===== config.mk =====
export PLATFORM = sky130hd
export DESIGN_NAME = ch_sample_sequencer
export DESIGN_NICKNAME = d
export VERILOG_FILES = /design/src/rtl/ch_sample_sequencer.sv
export SDC_FILE = /design/constraint.sdc
export NUM_CORES = 1
export LEC_CHECK = 0
export BUFFER_PORTS_ARGS = -buffer_cell sky130_fd_sc_hd__buf_2
export CORE_MARGIN = 2
export CORE_UTILIZATION = 50
export CTS_BUF_LIST = sky130_fd_sc_hd__clkbuf_4 sky130_fd_sc_hd__clkbuf_8
export DETAILED_ROUTE_END_ITERATION = 10
export PLACE_DENSITY = 0.74
export SLEW_MARGIN = 30
export SYNTH_ARGS = -nofsm -noshare
export SYNTH_HDL_FRONTEND = slang
export SYNTH_SLANG_ARGS = --single-unit

===== constraint.sdc =====
create_clock -name clk -period 1.8 [get_ports clk]
set_clock_uncertainty 0.05 [all_clocks]
set_input_delay 0.09 -clock clk [delete_from_list [all_inputs] [get_ports clk]]
set_output_delay 0.09 -clock clk [all_outputs]
set_load 0.01 [all_outputs]

===== src/rtl/ch_sample_sequencer.sv =====
// rtl/ch_sample_sequencer.sv - per-channel buffer-group sampling sequencer
// Steps through groups of 2^mode buffers per accepted trigger, with holdoff and sticky overflow.

module ch_sample_sequencer #(
    parameter int NUM_BUF = 4,
    parameter int MODE_W  = $clog2($clog2(NUM_BUF) + 1),
    parameter int CNT_W   = $clog2(NUM_BUF + 1),
    parameter int HOLD_W  = 4
) (
    input  logic               clk,
    input  logic               RSTB,
    input  logic               trigger,
    input  logic               INST_START,
    input  logic               INST_STOP,
    input  logic               INST_READOUT,
    input  logic [MODE_W-1:0]  mode,
    input  logic [HOLD_W-1:0]  holdoff,
    output logic [2:0]         state,
    output logic [NUM_BUF-1:0] buf_active,
    output logic [CNT_W-1:0]   trigger_cnt,
    output logic               STOP_REQUEST,
    output logic               overflow
);

    localparam int               MAX_MODE = $clog2(NUM_BUF);
    localparam logic [NUM_BUF:0] ONE_W    = (NUM_BUF + 1)'(1);

    typedef enum logic [2:0] {
        ST_INIT     = 3'd0,
        ST_SAMPLING = 3'd1,
        ST_FULL     = 3'd2,
        ST_STOPPED  = 3'd3,
        ST_READOUT  = 3'd4
    } state_t;

    state_t              state_q, state_d;
    logic [NUM_BUF-1:0]  buf_active_q, buf_active_d;
    logic [CNT_W-1:0]    trigger_cnt_q, trigger_cnt_d;
    logic                stop_request_q, stop_request_d;
    logic                overflow_q, overflow_d;
    logic [HOLD_W-1:0]   hold_cnt_q, hold_cnt_d;
    logic [MODE_W-1:0]   mode_q, mode_d;

    logic trig_hist_q, start_hist_q, stop_hist_q, rd_hist_q;
    logic hist_valid_q;

    logic trig_rise, start_rise, stop_rise, rd_rise;
    logic [MODE_W-1:0]  mode_eff;
    logic [NUM_BUF:0]   start_mask_w;
    logic [NUM_BUF-1:0] shifted_mask;

    // History is not trusted until one clock after reset release, so a level
    // already high at release is never mistaken for an edge.
    assign trig_rise  = trigger      & ~trig_hist_q  & hist_valid_q;
    assign start_rise = INST_START   & ~start_hist_q & hist_valid_q;
    assign stop_rise  = INST_STOP    & ~stop_hist_q  & hist_valid_q;
    assign rd_rise    = INST_READOUT & ~rd_hist_q    & hist_valid_q;

    always_comb begin
        mode_eff       = (mode > MODE_W'(MAX_MODE)) ? MODE_W'(MAX_MODE) : mode;
        start_mask_w   = (ONE_W << (32'd1 << mode_eff)) - ONE_W;
        shifted_mask   = buf_active_q << (32'd1 << mode_q);

        state_d        = state_q;
        buf_active_d   = buf_active_q;
        trigger_cnt_d  = trigger_cnt_q;
        stop_request_d = stop_request_q;
        overflow_d     = overflow_q;
        mode_d         = mode_q;
        hold_cnt_d     = (hold_cnt_q != '0) ? hold_cnt_q - HOLD_W'(1) : '0;

        if (!(state_q inside {ST_INIT, ST_SAMPLING, ST_FULL, ST_STOPPED, ST_READOUT})) begin
            state_d = ST_INIT;
        end

        if (rd_rise) begin
            state_d      = ST_READOUT;
            buf_active_d = '0;
        end else if (stop_rise) begin
            // READOUT is only left through INST_START or reset.
            if (state_q != ST_READOUT) begin
                state_d      = ST_STOPPED;
                buf_active_d = '0;
            end
        end else if (start_rise) begin
            mode_d         = mode_eff;
            buf_active_d   = start_mask_w[NUM_BUF-1:0];
            trigger_cnt_d  = '0;
            stop_request_d = 1'b0;
            overflow_d     = 1'b0;
            hold_cnt_d     = '0;
            state_d        = ST_SAMPLING;
        end else if (trig_rise) begin
            if (state_q == ST_SAMPLING && hold_cnt_q == '0) begin
                trigger_cnt_d  = trigger_cnt_q + CNT_W'(1);
                stop_request_d = 1'b1;
                hold_cnt_d     = holdoff;
                buf_active_d   = shifted_mask;
                if (shifted_mask == '0) begin
                    state_d = ST_FULL;
                end
            end else if (state_q == ST_FULL) begin
                overflow_d = 1'b1;
            end
        end
    end

    always_ff @(posedge clk or negedge RSTB) begin
        if (!RSTB) begin
            state_q        <= ST_INIT;
            buf_active_q   <= '0;
            trigger_cnt_q  <= '0;
            stop_request_q <= 1'b0;
            overflow_q     <= 1'b0;
            hold_cnt_q     <= '0;
            mode_q         <= '0;
            trig_hist_q    <= 1'b0;
            start_hist_q   <= 1'b0;
            stop_hist_q    <= 1'b0;
            rd_hist_q      <= 1'b0;
            hist_valid_q   <= 1'b0;
        end else begin
            state_q        <= state_d;
            buf_active_q   <= buf_active_d;
            trigger_cnt_q  <= trigger_cnt_d;
            stop_request_q <= stop_request_d;
            overflow_q     <= overflow_d;
            hold_cnt_q     <= hold_cnt_d;
            mode_q         <= mode_d;
            trig_hist_q    <= trigger;
            start_hist_q   <= INST_START;
            stop_hist_q    <= INST_STOP;
            rd_hist_q      <= INST_READOUT;
            hist_valid_q   <= 1'b1;
        end
    end

    assign state        = state_q;
    assign buf_active   = buf_active_q;
    assign trigger_cnt  = trigger_cnt_q;
    assign STOP_REQUEST = stop_request_q;
    assign overflow     = overflow_q;

endmodule


After elaboration in Yosys (flattened, before gate mapping)
Cells that the tools add are included.
{ "totals": {"out_inout_bits": 12, "in_bits": 12, "wordCells": 87, "ff_bits": 23} }
{ "classes": {"n_eq_ne": 7, "order_cmp": 1, "add_sub_neg": 3, "bitwise": 14, "muxes": 31, "shift": 4, "n_reduce_logical": 15} }
{ "op_table": {"columns": ["op", "n"], "rows": [
  ["$shl A1 B2 Y32 const A", 2],
  ["$mux W4", 12],
  ["$mux W3", 11],
  ["$shl A1 B32 Y4 const A", 1],
  ["$shl A4 B32 Y4", 1],
  ["$reduce_bool A4 Y1", 3],
  ["$and A1 B1 Y1", 8],
  ["$logic_not A4 Y1", 2],
  ["$sub A4 B1 Y4 const B", 2],
  ["$mux W1", 7],
  ["$eq A3 B2 Y1 const B", 2],
  ["$not A1 Y1", 6],
  ["$reduce_and A3 Y1", 2],
  ["$reduce_bool A2 Y1", 3],
  ["$reduce_and A5 Y1", 1],
  ["$reduce_bool A5 Y1", 1],
  ["$reduce_and A4 Y1", 1],
  ["$add A3 B1 Y3 const B", 1],
  ["$eq A3 B1 Y1 const B", 1],
  ["$eq A3 B3 Y1 const B", 1],
  ["$logic_not A3 Y1", 1],
  ["$ne A3 B1 Y1 const B", 1],
  ["$ne A3 B3 Y1 const B", 1],
  ["$gt A2 B2 Y1 const B", 1],
  ["other kinds (3)", 3]
]} }

Logic depth before layout (Yosys ltp)
{ "depth": {"depth_word": 9, "mapped_depth": 5, "mapped_depth_nobuf": 4} }

Worst setup path after synthesis
Ideal clock, no wire load.
{ "synth_path": {"path_kind": "reg-to-reg", "startpoint": "register state_q[1], in the netlist state[1]", "endpoint": "register buf_active_q[1], in the netlist buf_active[1]", "setup_ns": 0.125, "arrival_ns": 1.519, "required_ns": 1.625, "period_less_slack_ns": 1.694, "stages_incl_launch_ff": 5, "n_path_buf": 0, "path_slack_ns": 0.106, "path_cell_list": "dfrtp_1 -> nor4b_4 -> nand3_4 -> a32oi_4 -> mux2_4"} }
{ "synth_between": {"elab_chain_cells": 4, "elab_cells_between_ends": 6, "classes_between": "eq/ne (3); reduce/logical (3)"} }
{ "synth_lines": {"columns": ["item", "line", "rtl"], "rows": [
  ["start: declaration", "36", "state_t state_q, state_d;"],
  ["start signal: assignment", "123", "state_q <= state_d;"],
  ["$eq A3 B1 Y1", "94", "if (state_q == ST_SAMPLING && hold_cnt_q == '0) begin"],
  ["$logic_and A1 B1 Y1", "94", null],
  ["$reduce_bool A4 Y1 (no line)", null, null],
  ["$reduce_and A3 Y1 (no line) *", null, null],
  ["end signal: assignment", "124", "buf_active_q <= buf_active_d;"],
  ["end: declaration", "37", "logic [NUM_BUF-1:0] buf_active_q, buf_active_d;"]
]} }
Every way passes the cells marked *; elsewhere a longest branch is shown, timed or not.
A chain may end at the register's enable or synchronous reset.

Worst setup path after layout
{ "layout_path": {"startpoint": "register state_q[1], in the netlist state[1]", "endpoint": "register buf_active_q[3], in the netlist buf_active[3]"} }
The elaborated chain is that of the path after synthesis.

==> summary.md <==
| Metric | Value |
|---|---|
| Hold slack | `slightly above 0.2 ns` |
| CP required | `1.96 ns` |
| Vias per inst | `5.51` |
| DRC | `0` |
| Initial DRC count | `21` |
| Async set-reset flop share out of synthesis | `1.00` |
| Total gr overflow | `0` |
| Slowest Stage Delay on Critical Path | `about 0.45 ns` |
| Clock tree from TritonCTS | `yes` |
| Reg-to-reg critical path endpoint | `buf_active[3]` |
| Worst skew pair latency | `about 0.31 ns` |
| I/O pin cnt | `24` |
| CTS Sinks | `23` |
| Synth cell types | `37` |
| First-pass GRT wire length | `roughly 4.3 mm` |
| WS Path Type | `reg2reg` |
| Top FF cell, synth | `dfrtp_1` |
| WL/cell | `about 14 um` |
| Antenna diode count | `0` |
| Die Ht | `roughly 53 um` |
| Starting Density | `0.529` |
| Ys Warns | `0` |
| Worst setup EP type | `flip-flop` |
| Seq/Total Area, Yosys | `0.487` |
| Core Rows | `17` |
| PD cells | `a little under 1000 nW/um^2` |
| Clock Path Buffers | `2` |
| CTS root buf | `clkbuf_4` |
| Syn Inst Count | `approximately 110` |
| Clock transition at path regs | `~0.13 ns` |
| Most common cell in the netlist | `dfrtp_1` |
| Port Buffer Count | `23` |
| Synth area leader | `dfrtp_1` |
| Hold Fails Final Rpt | `0` |
| Post-synthesis register bit count | `23` |
| # nets final | `around 170` |
| Max cap viols | `0` |
| Reg2reg path depth | `4` |
| Slew Limit Fails | `0` |
| Most common library cells after synthesis | `23 x dfrtp_1, 15 x nand2_1, 10 x nor2_1` |
| Status | `completed` |
| Reg2reg setup slack | `0.09 ns` |
| VDD IR max | `0.000605 V` |
| Final GP Congestion | `roughly 0.83` |
| Worst Path Buf+Inv | `0` |
| Max frequency | `approximately 600 MHz` |
| Synthesized area | `~1200 um^2` |
| Initial antenna violation count | `0` |
| Die area | `~2800 um^2` |
| Largest fanout on the critical path | `4` |
| Core ar. | `between 2000 and 2500 um^2` |
| Final ANT Viol Nets | `0` |
| Min Tclk post-route | `between 1.5 and 2 ns` |
| Unrepaired setup endpoints after global routing | `no` |
| Overall routed net length | `about 2.5 mm` |
| Fin area | `approximately 1500 um^2` |
| LEAKAGE | `0.753 nW` |
| GR Layer Usage met3 | `0.0400` |
| H-tree levels | `1` |
| Routed vias | `between 900 and 1000` |
| Global Route Usage Sum | `0.213` |
| Synth-to-layout area growth | `26.4%` |
| Cell family with most CP delay | `simple AND/OR/NAND/NOR gates` |
| Type of the worst min-delay path | `in2async` |
| Synth area leaders | `dfrtp_1 49%, nand2_1 4.8%, mux2_4 3.8%` |
| Top Usage Layer GRT | `met2` |
| CP Data Arrival Time | `between 1.5 and 2 ns` |
| Vias in the first global route | `986` |
| R2R Path Start | `state[1]` |
| Post-synth top area share | `0.487` |
| Layout cells sized above 1 | `0.285` |
| EDFF count, synth | `0` |
| Met1 Usage GRT | `0.270` |
| DP Area | `about 1300 um^2` |
| Crit share post-route | `0.949` |
| Die X | `around 53 um` |
| Largest net degree at the start of global routing | `24` |
| Global-route met2 utilization | `0.352` |
| Slowest stage cell on the critical path | `dfrtp_1` |
| Setup TNS | `0 ns` |
| Syn Area/Cell | `about 11 um^2` |
| Hpwl dp | `~1.8 mm` |
| Mapped Nets | `roughly 130` |
| Startpoint Class | `flip-flop` |
| TritonRoute pass-1 iters | `4` |
| Crit-path cells | `nor4b_4, nand3_4, a32oi_4, mux2_4` |
| Setup violations, final | `0` |
| CTS Buf Count | `3` |
## power breakdown
| group | switching [mW] | total [mW] | internal [mW] |
|---|---|---|---|
| combinational | 0.236 | 0.491 | 0.255 |
| clock | 0.153 | 0.236 | 0.0829 |
| sequential | 0.105 | 0.721 | 0.616 |
## placed cells by master, fill, tap and decap left out, types with 2 or more instances in the layout
cell type / count
dfrtp_1: 23
buf_2: 23
nand2_1: 15
dlygate4sd3_1: 11
nor2_1: 10
o21ai_0: 7
nand2b_1: 6
a21oi_1: 5
a31oi_1: 4
buf_4: 4
nor2b_1: 3
a32o_1: 3
nand3_1: 3
mux2_4: 3
mux2i_1: 3
clkbuf_4: 3
nand3b_1: 2
inv_1: 2
## repair_timing
action                                  CTS  global route
hold endpoints to repair                 33             0
endpoints found under the setup margin    0             3
resized for setup                         0             1
hold buffers                             11             0
setup buffers                             0             0
## kinds of logic (layout without fill, tap and decap cells)
group                      Yosys count  in the layout  synth area share
other                                1              1           0.00317
AOI/OAI and AO/OA                   24             24             0.151
DFF                                 23             23             0.487
adders and majority gates            1              1            0.0106
and+or+nand+nor                     51             51             0.257
buffers and inverters                5             44            0.0169
muxes                                7              7            0.0731
## state kept, by name (all words and copies together) (netlist names), 2 cells and up
register	flops
trigger_cnt	3
buf_active	4
hold_cnt_q	4
mode_q	2
state	3
## final cells by class
class | count | area (um^2)
clock buffer | 3 | 22.5
fill | 169 | 741
timing repair buffer | 38 | 255
tap | 28 | 35.0
inverter | 2 | 7.51
multi-input combinational | 84 | 592
clock inverter | 1 | 5.00
sequential | 23 | 576
## how the worst max path moves through the flow
stage | startpoint | endpoint | cells past startpoint
after floorplan | state[1] | buf_active[1] | 4
after global placement | state[1] | buf_active[2] | 4
after detailed placement | state[1] | buf_active[3] | 4
after CTS | state[1] | buf_active[3] | 4
after global routing | state[2] | buf_active[2] | 4
final | state[1] | buf_active[3] | 4
## stage by stage
step | utilization | setup slack [ns] | total power [mW] | std cells
after CTS | 0.666 | 0.0290 | 1.45 | 179
final | 0.668 | 0.0912 | 1.45 | 179
after global routing | 0.668 | 0.0304 | 1.55 | 179
after global placement | 0.604 | 0.0993 | 1.17 | 164
after floorplan | - | 0.106 | 1.03 | 112
after detailed placement | 0.604 | 0.0384 | 1.19 | 164
## per-layer routing
layer  up-vias  wire length, um
li1        476                -
met1       491             1190
met2        18             1250
met3         2               75
met4         0               17
met5         -                0
Power figures use the tool's default switching activity.
